<file path="src/rtl/proc_sequencer.sv">
// Fetches from a sync ROM and issues to the DIN/Run/Done core; 3 cycles plus core latency per instruction.
// Never issues a new Run until Done returns; a watchdog traps a silent core into ERR.
module proc_sequencer #(
  parameter int                 ADDR_W     = 5,
  parameter logic [ADDR_W-1:0]  START_ADDR = '0,
  parameter int                 MAX_WAIT   = 7
) (
  input  logic              Clock,
  input  logic              Reset,
  input  logic              Start,
  input  logic              Stop,
  input  logic              StepMode,
  input  logic              StepGo,
  output logic [ADDR_W-1:0] MemAddr,
  input  logic [15:0]       MemData,
  output logic [15:0]       DIN,
  output logic              Run,
  input  logic              Done,
  output logic              Busy,
  output logic              Halted,
  output logic              Error,
  output logic [15:0]       InstrCount
);

  localparam int WD_W = $clog2(MAX_WAIT + 1);

  typedef enum logic [2:0] {
    S_IDLE, S_FETCH, S_LOAD, S_ISSUE, S_WAIT, S_HOLD, S_HALT, S_ERR
  } state_t;

  state_t            state;
  logic [ADDR_W-1:0] pc;
  logic [WD_W-1:0]   wd;
  logic              stop_flag;

  assign MemAddr = pc;

  always_ff @(posedge Clock) begin
    if (Reset) begin
      state      <= S_IDLE;
      pc         <= START_ADDR;
      DIN        <= '0;
      Run        <= 1'b0;
      Busy       <= 1'b0;
      Halted     <= 1'b0;
      Error      <= 1'b0;
      InstrCount <= '0;
      wd         <= '0;
      stop_flag  <= 1'b0;
    end else begin
      Run <= 1'b0;
      // Stop is only remembered while an instruction is in flight; it acts at Done.
      if (Busy && Stop)
        stop_flag <= 1'b1;

      case (state)
        S_IDLE, S_HALT, S_ERR: begin
          if (Start) begin
            pc         <= START_ADDR;
            InstrCount <= '0;
            Halted     <= 1'b0;
            Error      <= 1'b0;
            stop_flag  <= 1'b0;
            Busy       <= 1'b1;
            state      <= S_FETCH;
          end
        end
        S_FETCH: state <= S_LOAD;
        S_LOAD: begin
          if (MemData[15:13] == 3'b111) begin
            Busy   <= 1'b0;
            Halted <= 1'b1;
            state  <= S_HALT;
          end else begin
            DIN   <= MemData;
            Run   <= 1'b1;
            state <= S_ISSUE;
          end
        end
        S_ISSUE: begin
          wd    <= '0;
          state <= S_WAIT;
        end
        S_WAIT: begin
          if (Done) begin
            InstrCount <= InstrCount + 16'd1;
            pc         <= pc + 1'b1;
            if (stop_flag || Stop) begin
              stop_flag <= 1'b0;
              Busy      <= 1'b0;
              state     <= S_IDLE;
            end else if (StepMode) begin
              Busy  <= 1'b0;
              state <= S_HOLD;
            end else begin
              state <= S_FETCH;
            end
          end else if (wd == WD_W'(MAX_WAIT - 1)) begin
            Busy  <= 1'b0;
            Error <= 1'b1;
            state <= S_ERR;
          end else begin
            wd <= wd + 1'b1;
          end
        end
        S_HOLD: begin
          if (stop_flag || Stop) begin
            stop_flag <= 1'b0;
            state     <= S_IDLE;
          end else if (StepGo) begin
            Busy  <= 1'b1;
            state <= S_FETCH;
          end
        end
        default: state <= S_IDLE;
      endcase
    end
  end

endmodule

</file>
<file path="config.mk">
export PLATFORM = sky130hd
export DESIGN_NAME = proc_sequencer
export DESIGN_NICKNAME = d
export VERILOG_FILES = /design/src/rtl/proc_sequencer.sv
export SDC_FILE = /design/constraint.sdc
export NUM_CORES = 1
export LEC_CHECK = 0
export ABC_CLOCK_PERIOD_IN_PS = 2200
export CAP_MARGIN = 10
export CORE_MARGIN = 5
export CORE_UTILIZATION = 35
export DETAILED_ROUTE_END_ITERATION = 16
export SKIP_CTS_REPAIR_TIMING = 1
export SLEW_MARGIN = 25
export SYNTH_ARGS = -nofsm -noshare
export SYNTH_HDL_FRONTEND = slang
export SYNTH_SLANG_ARGS = --single-unit
export TNS_END_PERCENT = 10
</file>
<file path="constraint.sdc">
create_clock -name Clock -period 2.2 [get_ports Clock]
set_input_delay 0.33 -clock Clock [delete_from_list [all_inputs] [get_ports Clock]]
set_output_delay 0.33 -clock Clock [all_outputs]
set_load 0.02 [all_outputs]
</file>
==> flow_summary.ini <==
[worst_setup_path]
crit_arrival_ns = 1.45
crit_buf_inv = 1
path_class = reg -> out
cp_slowest_stage_delay_ns = 0.66
worstSetupEndpointType = primary output
reg2reg_from = wd[0]
start_kind = flop
crit_family = buffers and inverters
cp_cell_sequence = clkdlybuf4s50_1
crit_fanout = 7
slowest_stage = clkdlybuf4s50_1
required_ns = 1.87
timing.critical_path.from = InstrCount[3]

[global_routing]
grt_pass1_wl_mm = 9.549
grt-busiest-layer = met2
globalRouteTotalUtil_pct = 13.93
met3_usage_pct = 3.005
grt_max_degree = 25
grtUsageMet1_pct = 18.62
antenna_found_initial = 0
overflow = 0
gr-usage-met2_pct = 21.65
first_global_vias = 1966

[flow_run]
drv_cap = 0

[yosys]
yosys_warnings = 0
async_reset_ff_share_pct = 0
ys.flop_type = dfxtp_1
synth_nets = 301
synth_area_per_cell_sq_um = 8.192
ys_ff_latch = 48
synth_edf_count = 0
synth_cell_types = 43
syn-instance-count = 274
netlist_area_sq_um = 2245
seq_area_frac_synth_pct = 42.81

[detailed_routing]
vias_per_cell = 4.939
drtIter0Drc = 113
ant_nets = 0
via_count = 2035
wl_mm = 5.545
drc_errors = 0
firstDrtPassIters = 4
wl_per_cell_microns = 13.46

[sta]
tightest_slew_ns = 0.6077
finalClockSkew_ns = 0.009209
finalCriticalPeriod_ns = 1.780
fin_crit_sh_pct = 80.92
maxSlewViolCount = 0
finalSetupTns_ns = 0
rsz0062_at_grt = false
setup_violations = 0
fmax_mhz = 561.7
hold_slack_ns = 0.4564
setup_ws_ns = 0.4197
hold_viol_final = 0
maxSlewHeadroom_pct = 59.49

[min_path]
worstHoldStart = DIN[7]
hold_path.class = reg -> reg

[cells_and_area]
drive_above_1_share_pct = 7.761
antenna_cells = 0
utilization_pct = 48.04
area_delta_synth_final_pct = 34.34
finalNetCount = 362
fillers = 638

[power_and_ir_drop]
seqPwrFrac_pct = 42.3
p_clk_share_pct = 20.1
p_leak_uw = 0.001083
switching_power_uw = 924.1
p_int_uw = 1618
swShare_pct = 36.35
combPwrFrac_pct = 37.6
total_power_uw = 2542
power.density_nw_per_um2 = 843.0
ir_worst_vdd_v = 0.0003123

[floorplanning]
dieArea_sq_um = 8115
start_util_pct = 35.76
coreArea_sq_um = 6277
die_w_microns = 90.09
ios = 64
die_h_microns = 90.09
rows = 29

[clocking]
numCtsBuffers = 5
root_buffer = clkbuf_8
h-tree-depth = 2
clk_latency_ns = 0.31
clock_sinks = 48
path_clk_slew_ns = 0.09
cts_buffer_depth = 2
cts_tree = built

[placed_design]
post-place-ws_ns = 0.2013
portBuffers = 63
gp_congestion = 0.8118
dpl.hpwl_mm = 4.073

[run_status]
status = finished clean
worst register-to-register path, cell delays in order, from the launching register on:
cell	delay, ns
dfxtp_1	0.40
inv_1	0.06
ha_1	0.21
a21oi_1	0.18
and3_1	0.35
mux2i_1	0.24
a2bb2oi_1	0.18
nor2_1	0.05
kinds of logic after synthesis:
logic type | share of synthesized area, %
AOI/OAI and AO/OA | 13.82
adders and majority gates | 2.230
xor gates and xnor gates | 7.023
buffers and inverters | 5.350
muxes | 1.505
DFF | 42.81
and+or+nand+nor | 27.26
power by group through the flow:
stage	combinational [uW]	clock [uW]	sequential, uW
global placement	959	0	1090
CTS	963	534	1080
floorplan	575	0	1160
detailed placement	960	0	1100
finish	956	511	1080
global route	1050	565	1100
sequential cells by signal, indices dropped and copies added, names as in the netlist:
register / cells
DIN: 16
state: 3
Run: 1
MemAddr: 5
stop_flag: 1
Busy: 1
Error: 1
Halted: 1
InstrCount: 16
wd: 3
layout make-up:
class / instances / area, sq um / share of cell area (%)
inverters: 4 / 15.01 / 0.4979
multi-input cells: 204 / 1164 / 38.59
repair buffers: 72 / 698.2 / 23.15
clock buffers: 5 / 68.82 / 2.282
clock inverters: 2 / 12.51 / 0.4149
flip-flops and latches: 48 / 960.9 / 31.87
well taps: 77 / 96.34 / 3.195
Yosys cell counts (2+ instances only):
cell | n | share of area, %
buf_6 | 3 | 1.5
clkbuf_1 | 4 | 0.67
mux2i_1 | 2 | 0.89
nand3_1 | 9 | 2.0
buf_2 | 9 | 2.0
o21ai_0 | 8 | 1.8
xnor2_1 | 4 | 1.6
and3_1 | 4 | 1.1
nand2_1 | 49 | 8.2
ha_1 | 4 | 2.2
nand4_1 | 7 | 2.0
or3_1 | 3 | 0.84
nor3_1 | 5 | 1.1
inv_1 | 4 | 0.67
a21oi_1 | 28 | 6.2
a2bb2oi_1 | 2 | 0.78
xor2_1 | 14 | 5.5
dfxtp_1 | 48 | 43
nor2_1 | 41 | 6.9
a31oi_1 | 3 | 0.84
metrics by stage:
| stage | cell area (sq um) | cells |
|---|---|---|
| floorplan | 2245 | 274 |
| CTS | 3015 | 412 |
| finish | 3015 | 412 |
| global route | 3015 | 412 |
| detailed placement | 2934 | 405 |
| global placement | 2934 | 405 |
layer usage:
| layer | up-vias | wire (microns) |
|---|---|---|
| met5 | - | 0 |
| met4 | 0 | 99 |
| met3 | 6 | 220 |
| met2 | 42 | 2692 |
| met1 | 949 | 2532 |
| li1 | 1038 | - |
cell usage in the layout, fill, tap and decap left out, types with 5 or more instances in the layout:
cell             count
clkdlybuf4s50_1     63
nor2_1              41
nor3_1               5
clkbuf_8             5
buf_4                9
o21ai_0              8
xor2_1              14
a21oi_1             28
nand3_1              9
dfxtp_1             48
nand2_1             49
nand4_1              7
final timing paths:
| kind | slack, ns | cells past startpoint | end |
|---|---|---|---|
| worst min register to register | 0.46 | 2 | DIN[7] |
| worst max-delay path | 0.42 | 1 | InstrCount[3] |
| worst min-delay path | 0.46 | 2 | DIN[7] |
| worst max register to register | 0.43 | 7 | wd[1] |
Note: power is estimated with default switching activity, not from simulation.
